`src/rtl/decoder_if.sv`:
```
// Handshake/bus bundle for the constant-weight to binary decoder.
// Ports (slave view):
//   start    in   1-cycle pulse, begin decoding the buffer
//   msg_bype in   CW word to load
//   wr_en    in   write msg_bype into buffer[wr_ptr]
//   bin_msg  out  decoded message bit
//   msg_rdy  out  bin_msg valid strobe
//   msg_done out  1-cycle pulse, block fully decoded
interface decoder_if #(
    parameter int CW_W = 20
);
    logic            start;
    logic [CW_W-1:0] msg_bype;
    logic            wr_en;
    logic            bin_msg;
    logic            msg_rdy;
    logic            msg_done;

    modport master (
        output start, msg_bype, wr_en,
        input  bin_msg, msg_rdy, msg_done
    );

    modport slave (
        input  start, msg_bype, wr_en,
        output bin_msg, msg_rdy, msg_done
    );
endinterface

```
`src/rtl/decoder_top.sv`:
```
// Constant-weight to binary decoder (20-8 configuration).
// Host loads N_WORDS words into a buffer, pulses start, and the block
// scans the CW stream MSB-first, emitting the binary message serially.
// Ports:
//   clk    in  single clock, rising edge
//   rst_b  in  asynchronous reset, active-high
//   bus    decoder_if.slave: start, msg_bype, wr_en in;
//          bin_msg, msg_rdy, msg_done out
module decoder_top #(
    parameter int CW_W    = 20,
    parameter int N_WORDS = 8,
    parameter int U       = 3
) (
    input  logic      clk,
    input  logic      rst_b,
    decoder_if.slave  bus
);
    localparam int D  = 1 << U;
    localparam int PW = $clog2(N_WORDS);
    localparam int BW = $clog2(CW_W);
    localparam int RW = $clog2(U + 1);

    typedef enum logic [1:0] {
        IDLE,
        SCAN,
        EMIT,
        DONE
    } state_t;

    state_t          state_q, state_d;
    logic [PW-1:0]   wr_ptr_q, wr_ptr_d;
    logic [PW-1:0]   rd_w_q, rd_w_d;
    logic [BW-1:0]   rd_b_q, rd_b_d;
    logic [U-1:0]    cnt_q, cnt_d;
    logic [U-1:0]    emit_q, emit_d;
    logic [RW-1:0]   rem_q, rem_d;
    logic            last_q, last_d;
    logic            bin_q, bin_d;
    logic            rdy_q, rdy_d;
    logic            done_q, done_d;

    logic [CW_W-1:0] buf_q [N_WORDS];

    logic            cur_bit;
    logic            last_bit;
    logic            wr_ok;

    assign cur_bit  = buf_q[rd_w_q][rd_b_q];
    assign last_bit = (rd_w_q == PW'(N_WORDS - 1)) && (rd_b_q == '0);
    assign wr_ok    = bus.wr_en && (state_q == IDLE);

    // Buffer has no reset: contents survive rst_b and stale data
    // is decoded if start arrives without fresh writes.
    always_ff @(posedge clk) begin
        if (wr_ok) begin
            buf_q[wr_ptr_q] <= bus.msg_bype;
        end
    end

    always_ff @(posedge clk or posedge rst_b) begin
        if (rst_b) begin
            state_q  <= IDLE;
            wr_ptr_q <= '0;
            rd_w_q   <= '0;
            rd_b_q   <= '0;
            cnt_q    <= '0;
            emit_q   <= '0;
            rem_q    <= '0;
            last_q   <= 1'b0;
            bin_q    <= 1'b0;
            rdy_q    <= 1'b0;
            done_q   <= 1'b0;
        end else begin
            state_q  <= state_d;
            wr_ptr_q <= wr_ptr_d;
            rd_w_q   <= rd_w_d;
            rd_b_q   <= rd_b_d;
            cnt_q    <= cnt_d;
            emit_q   <= emit_d;
            rem_q    <= rem_d;
            last_q   <= last_d;
            bin_q    <= bin_d;
            rdy_q    <= rdy_d;
            done_q   <= done_d;
        end
    end

    always_comb begin
        state_d  = state_q;
        wr_ptr_d = wr_ptr_q;
        rd_w_d   = rd_w_q;
        rd_b_d   = rd_b_q;
        cnt_d    = cnt_q;
        emit_d   = emit_q;
        rem_d    = rem_q;
        last_d   = last_q;
        bin_d    = bin_q;
        rdy_d    = 1'b0;
        done_d   = 1'b0;

        if (wr_ok) begin
            if (wr_ptr_q == PW'(N_WORDS - 1)) begin
                wr_ptr_d = '0;
            end else begin
                wr_ptr_d = wr_ptr_q + 1'b1;
            end
        end

        unique case (state_q)
            IDLE: begin
                if (bus.start) begin
                    state_d = SCAN;
                    rd_w_d  = '0;
                    rd_b_d  = BW'(CW_W - 1);
                    cnt_d   = '0;
                end
            end
            SCAN: begin
                // Advance the read pointer every examined bit;
                // the emit path remembers whether this was the last.
                if (rd_b_q == '0) begin
                    rd_b_d = BW'(CW_W - 1);
                    rd_w_d = rd_w_q + 1'b1;
                end else begin
                    rd_b_d = rd_b_q - 1'b1;
                end
                last_d = last_bit;
                if (cur_bit) begin
                    // '0' goes out now, the U-bit run length follows.
                    rdy_d   = 1'b1;
                    bin_d   = 1'b0;
                    emit_d  = cnt_q;
                    rem_d   = RW'(U);
                    cnt_d   = '0;
                    state_d = EMIT;
                end else begin
                    if (cnt_q == U'(D - 1)) begin
                        rdy_d = 1'b1;
                        bin_d = 1'b1;
                        cnt_d = '0;
                    end else begin
                        cnt_d = cnt_q + 1'b1;
                    end
                    // Trailing zeros short of a full run are dropped.
                    if (last_bit) begin
                        state_d = DONE;
                    end
                end
            end
            EMIT: begin
                rdy_d  = 1'b1;
                bin_d  = emit_q[U-1];
                emit_d = emit_q << 1;
                rem_d  = rem_q - 1'b1;
                if (rem_q == RW'(1)) begin
                    state_d = last_q ? DONE : SCAN;
                end
            end
            DONE: begin
                done_d   = 1'b1;
                wr_ptr_d = '0;
                state_d  = IDLE;
            end
            default: begin
                state_d = IDLE;
            end
        endcase
    end

    assign bus.bin_msg  = bin_q;
    assign bus.msg_rdy  = rdy_q;
    assign bus.msg_done = done_q;
endmodule

```
`src/flat_wrapper.sv`:
```
// flat-port wrapper written by rule: the top's interface ports become plain ports
module decoder_top_flat 
#(
    parameter int CW_W    = 20,
    parameter int N_WORDS = 8,
    parameter int U       = 3
)
  (clk, rst_b, bus_start, bus_msg_bype, bus_wr_en, bus_bin_msg, bus_msg_rdy, bus_msg_done);
  decoder_if #(.CW_W(CW_W)) bus_i ();
  input  logic clk;
  input  logic rst_b;
  input wire logic [$bits(bus_i.start)-1:0] bus_start;
  input wire logic [$bits(bus_i.msg_bype)-1:0] bus_msg_bype;
  input wire logic [$bits(bus_i.wr_en)-1:0] bus_wr_en;
  output wire logic [$bits(bus_i.bin_msg)-1:0] bus_bin_msg;
  output wire logic [$bits(bus_i.msg_rdy)-1:0] bus_msg_rdy;
  output wire logic [$bits(bus_i.msg_done)-1:0] bus_msg_done;
  assign bus_i.start = bus_start;
  assign bus_i.msg_bype = bus_msg_bype;
  assign bus_i.wr_en = bus_wr_en;
  assign bus_bin_msg = bus_i.bin_msg;
  assign bus_msg_rdy = bus_i.msg_rdy;
  assign bus_msg_done = bus_i.msg_done;
  decoder_top #(.CW_W(CW_W), .N_WORDS(N_WORDS), .U(U)) u_core (.clk(clk), .rst_b(rst_b), .bus(bus_i));
endmodule
```
`config.mk`:
```
export PLATFORM = sky130hd
export DESIGN_NAME = decoder_top_flat
export DESIGN_NICKNAME = d
export VERILOG_FILES = /design/src/rtl/decoder_if.sv /design/src/rtl/decoder_top.sv /design/src/flat_wrapper.sv
export SDC_FILE = /design/constraint.sdc
export NUM_CORES = 1
export LEC_CHECK = 0
export BUFFER_PORTS_ARGS = -buffer_cell sky130_fd_sc_hd__buf_4
export CORE_ASPECT_RATIO = 0.6
export CORE_MARGIN = 5
export CORE_UTILIZATION = 34
export DETAILED_ROUTE_END_ITERATION = 8
export SYNTH_ARGS = -nofsm -noshare
export SYNTH_HDL_FRONTEND = slang
export SYNTH_SLANG_ARGS = --single-unit
```
`constraint.sdc`:
```
create_clock -name clk -period 4.3 [get_ports clk]
set_input_delay 0.43 -clock clk [delete_from_list [all_inputs] [get_ports clk]]
set_output_delay 0.43 -clock clk [all_outputs]
set_load 0.05 [all_outputs]
```
**Word level (Yosys, flattened, before mapping)**

Memories as Yosys holds them, arrays and structs flattened.
Cells that the tools add are included.

- Input port bits: 24
- Register bits: 25
- Memories kept: 1
- Output and inout port bits: 3
- Bits in writable memories: 160

Memories:

| memory | words | width | read ports | clocked after memory_dff | wr ports | line | RTL |
|---|---|---|---|---|---|---|---|
| u_core.buf_q | 8 | 20 | 1 | 0 | 1 | decoder_top.sv:42 | `logic [CW_W-1:0] buf_q [N_WORDS];` |

- Order comparisons: 1
- Reductions and logical operators: 12
- Multiplexer cells: 33
- Equality and inequality tests: 13
- Add/subtract/negate cells: 5

Operators by type and width:

| cell | count |
|---|---|
| 3-bit two-way mux | 8 |
| 3-bit one-hot mux with 2 select lines | 3 |
| 2-bit two-way mux | 6 |
| 5-bit two-way mux | 2 |
| 5-bit one-hot mux with 2 select lines | 1 |
| 3-bit by 1-bit adder with 3-bit output, second input constant | 3 |
| 3-bit == test, second input constant | 3 |
| 1-bit two-way mux | 8 |
| 2-bit one-hot mux with 4 select lines | 1 |
| 5-bit by 6-bit less-than comparator with 1-bit output, second input constant | 1 |
| 2-bit by 1-bit inequality test with 1-bit output, second input constant | 3 |
| 3-bit by 1-bit inequality test with 1-bit output, second input constant | 2 |
| 2-bit AND reduction | 3 |
| 3-bit AND reduction | 2 |
| 2-bit nonzero test | 3 |
| 1-bit binary-select mux with 5-bit select | 1 |
| 5-bit logical NOT | 1 |
| 5-bit by 1-bit subtractor with 5-bit output, second input constant | 1 |
| 2-bit by 1-bit == test with 1-bit output, second input constant | 2 |
| 2-bit == test, second input constant | 2 |
| 1-bit one-hot mux with 2 select lines | 2 |
| 2-bit one-hot mux with 2 select lines | 1 |
| 1-bit logical AND | 2 |
| 2-bit logical NOT | 1 |
| 2 further kinds | 2 |

**Depth between registers and ports, before layout**

- Word-level depth: 5
- Mapped depth: 12
- Gate-level depth less buffers: 8

**Worst setup path before layout**

No wires, ideal clock.

- Path type: register to register
- From: register u_core.state_q[0]
- To: memory u_core.buf_q[0][0] (enable)
- Path slack: 833 ps
- Cell stages (with the launch flop): 6
- Clock period less this slack: 3,467 ps
- Arrival time: 3,019 ps
- Buffers on the path: 1
- Path through: dfrtp_1 inv_1 ha_1 clkbuf_1 nand2_1 nor4_1

- Longest elaborated chain between the ends: 4

Ends and longest elaborated chain:

| item | line | RTL |
|---|---|---|
| start: declaration | decoder_top.sv:30 | `state_t state_q, state_d;` |
| start signal: assignment | decoder_top.sv:74 | `state_q <= state_d;` |
| 2-bit logical NOT | decoder_top.sv:50 | `assign wr_ok = bus.wr_en && (state_q == IDLE);` |
| 1-bit logical AND | decoder_top.sv:50 |  |
| 1-bit two-way mux | decoder_top.sv:55 | `if (wr_ok) begin` |
| 1-bit two-way mux (not written as such) | decoder_top.sv:56 | `buf_q[wr_ptr_q] <= bus.msg_bype;` |
| end: declaration | decoder_top.sv:42 |  |

Every way passes these cells.

**Worst setup path after layout**

- From: register u_core.rd_w_q[0]
- To: register u_core.bin_q, in the netlist u_core.bus.bin_msg

- Longest elaborated chain between the ends: 5
- Elaborated cells on any way between the ends: 7

Ends and longest elaborated chain:

| item | line | RTL |
|---|---|---|
| start: declaration | decoder_top.sv:32 | `logic [PW-1:0] rd_w_q, rd_w_d;` |
| start signal: assignment | decoder_top.sv:76 | `rd_w_q <= rd_w_d;` |
| memory read 8 x 20 bit (*) | n/a |  |
| 1-bit binary-select mux with 5-bit select (*) | decoder_top.sv:48 | `assign cur_bit = buf_q[rd_w_q][rd_b_q];` |
| 1-bit two-way mux (not written as such) (*) | decoder_top.sv:48 |  |
| 1-bit two-way mux or 3-bit by 1-bit inequality test with 1-bit output (tied branches) | n/a |  |
| 1-bit one-hot mux with 2 select lines or 2-bit AND reduction (tied branches) | n/a |  |
| end signal: assignment | decoder_top.sv:82 | `bin_q <= bin_d;` |
| end: declaration | decoder_top.sv:38 | `logic bin_q, bin_d;` |

Mark *: on every way between the ends. The rest lies on a longest branch, timed or not. The select of a mux whose other input is x is not followed.
A chain may end at the register's enable or synchronous reset.

==> summary.txt <==
Clocking
  • TritonCTS clock tree: done
  • CTS root buffer: clkbuf_16
  • Sink Count: 185
  • Clk_lat worst skew: 430 ps
  • Maximum root-to-sink buffer count: 2
  • H-tree levels: 4
  • Post-CTS sizing: 0
  • Hold-fix buffers, CTS: 0
  • CTS buffer count: 17
  • Worst-path clk slew: 70 ps
  • # Post-CTS Setup Buffers: 0

Yosys
  • Ys flop type: edfxtp_1
  • Ys async rst share: 13.51%
  • Post-synth top area cell: edfxtp_1
  • Synth Cell Area: 7752 um^2
  • Register area share after synthesis: 70.05%
  • Synthesized flop and latch total: 185
  • Synth top area share: 61.98%
  • Area contributors post-synth: edfxtp_1, dfrtp_1, mux4_2
  • Count of cell types in the netlist: 55
  • Synth Instances: 439
  • Mapped Nets: 477
  • Synth Warn #: 0
  • EDFF count, synth: 160
  • Synthesized area per cell: 17.66 um^2

Floorplanning
  • Initial Util: 34.88%
  • I/O pin count: 27
  • Core ar.: 22230 um^2
  • Die ar.: 26020 um^2
  • Die height: 127.0 um
  • Row count: 42
  • Die width: 204.9 um

Place
  • Placed cells: 767
  • Post-detail-place hpwl: 10.43 mm
  • Buffers on Ports: 26
  • Gpl congestion: 0.7889
  • Placed Area: 8352 um^2

Setup path
  • Reg2reg path depth: 9
  • Critical Path Fanout Max: 17
  • Worst r2r dst: u_core.bus.bin_msg
  • Startpoint Class: flip-flop
  • WP data required: 4620 ps
  • R2r setup slk: 820 ps
  • Critical Path AT: 3800 ps
  • FF-to-FF Start: u_core.rd_w_q[0]
  • Kind of critical path: reg -> reg
  • Crit path capture type: flip-flop

STA
  • Worst Tran Pin Value: 1065 ps
  • RSZ-0062 raised after global routing: no
  • Final slew viol count: 0
  • Final clock skew: 10.45 ps
  • Setup TNS: 0 ps
  • Fmax achieved: 287.0 MHz
  • Fin crit share: 81.03%
  • Rel. slew slack: 28.94%
  • Final setup violation count: 0
  • Minimum clock period: 3484 ps
  • Fin. Hold Viols: 0

Layout
  • Diodes inserted: 0
  • Fraction of layout cells with a size suffix above 1: 24.03%
  • Fin cells: 799
  • Post-route cell area: 8954 um^2
  • Filler cell count: 1981
  • Layout Nets: 516
  • Multi-input gate area: 2207 um^2
  • Fin util: 40.28%
  • Register Area: 5433 um^2
  • P&R area growth vs syn: 15.49%

Worst hold path
  • Hold Path End: u_core.buf_q[3][2]
  • Hold Path Depth: 1
  • Hold Path Class: in -> reg
  • Min-delay src: bus_msg_bype[2]

GRT
  • Initial antenna violation count: 0
  • Largest net degree at the start of global routing: 26
  • GR Util All Layers: 13.49%
  • Vias in the first global route: 4362
  • Global-route wire length before repair: 26.18 mm
  • Overflow left after global routing: 0

Detailed routing
  • Via density per instance: 5.188
  • Avg WL per Cell: 20.83 um
  • Detailed Routing Iterations Pass 1: 5
  • Via count: 4145
  • Iter 0 DRT Violations: 302
  • Total wire length: 16.64 mm
  • DRC viols: 0
  • Remaining antenna violation count: 0

Pwr
  • PD cells: 542.0 nW/um^2
  • Max VDD drop: 0.3182 mV
  • Leakage: 2.927 nW

Run
  • Maximum Capacitance Violations: 0

Status
  • Status: complete, no violations
==> logic make-up (layout without fill, tap and decap cells) <==
kind of cell	Yosys count	after routing	synth area share [%]
AOI/OAI and AO/OA	65	65	6.214
DFF	185	185	70.05
buffers and inverters	28	80	1.985
xor gates and xnor gates	1	1	0.1130
muxes	56	56	13.30
adders and majority gates	14	14	2.260
and+or+nand+nor	90	90	6.085
==> worst max-delay path, stage by stage, from the launching register on <==
cell,delay [ps]
dfrtp_2,700
buf_4,370
mux4_2,540
a22oi_1,230
a21oi_1,100
nor2_1,210
nor4b_2,120
nor3_4,530
a21oi_1,180
a2111oi_2,380
==> worst max-delay path by stage <==
stage | cells after the start | end | start | slack, ps
floorplan | 5 | u_core.buf_q[0][0] | u_core.state_q[0] | 830
global placement | 9 | u_core.bus.bin_msg | u_core.rd_w_q[0] | 860
detailed placement | 9 | u_core.bus.bin_msg | u_core.rd_w_q[0] | 760
CTS | 9 | u_core.bus.bin_msg | u_core.rd_w_q[0] | 740
global route | 9 | u_core.bus.bin_msg | u_core.rd_w_q[0] | 470
finish | 9 | u_core.bus.bin_msg | u_core.rd_w_q[0] | 820
==> Yosys cell counts, types with 4 or more instances <==
master	instances
a21oi_1	12
buf_6	4
edfxtp_1	160
ha_1	14
mux4_1	8
clkbuf_1	6
inv_1	8
o21ai_0	15
a22oi_1	8
nand2_1	27
a22o_1	4
mux2i_1	19
nor3_1	9
nor2_1	19
nand3_1	8
nor2b_1	4
mux4_2	27
nand2b_1	5
buf_2	6
dfrtp_1	25
==> placed cells by master, fill, tap and decap left out, types with 3 or more instances in the layout <==
cell	n
nor3_1	5
mux2i_1	19
nand2b_1	5
a22o_1	4
nand3_1	8
buf_4	39
nor3_2	4
bufinv_16	3
a22oi_1	8
and3_1	3
dfrtp_1	23
nand2_1	27
mux4_2	27
ha_1	14
a21oi_1	12
inv_1	8
clkbuf_16	17
o31ai_1	3
mux4_1	8
a211oi_1	3
nor2b_1	4
o21ai_0	15
edfxtp_1	160
nor2_1	16
clkinvlp_4	4
inv_6	3
==> report_power, final <==
part | switching (mW) | internal (mW)
clock network | 0.682 | 0.919
registers | 0.131 | 2.13
logic | 0.622 | 0.364
total | 1.44 | 3.42
==> sequential cells by signal (all words and copies together), names as in the netlist <==
signal	cells
u_core.rem_q	2
u_core.bus.msg_done	1
u_core.wr_ptr_q	3
u_core.emit_q	3
u_core.state_q	2
u_core.rd_b_q	5
u_core.buf_q	160
u_core.bus.bin_msg	1
u_core.cnt_q	3
u_core.rd_w_q	3
u_core.last_q	1
u_core.bus.msg_rdy	1
==> per-layer routing <==
| layer | up-vias | global-route usage (%) | wire length [um] |
|---|---|---|---|
| li1 | 1850 | - | - |
| met1 | 2168 | 20.03 | 7941 |
| met2 | 118 | 20.24 | 7591 |
| met3 | 9 | 3.061 | 1000 |
| met4 | 0 | 3.424 | 110 |
| met5 | - | 0 | 0 |
==> stage by stage <==
stage | total power [mW] | setup WS (ps) | hold WS (ps)
floorplan | 2.988 | 833.1 | 454.0
detailed placement | 3.292 | 756.9 | 486.2
global placement | 3.242 | 857.8 | 475.9
global route | 5.087 | 473.9 | 215.4
finish | 4.852 | 815.8 | 228.2
CTS | 4.892 | 743.0 | 206.5
==> cell type report <==
| cell class | count | area share [%] |
|---|---|---|
| inverters | 9 | 0.3773 |
| flip-flops and latches | 185 | 60.68 |
| well taps | 308 | 4.304 |
| repair buffers | 39 | 3.270 |
| multi-input cells | 226 | 24.65 |
| clock inverters | 14 | 1.928 |
| clock buffers | 18 | 4.793 |
(Power assumes the default switching activity.)
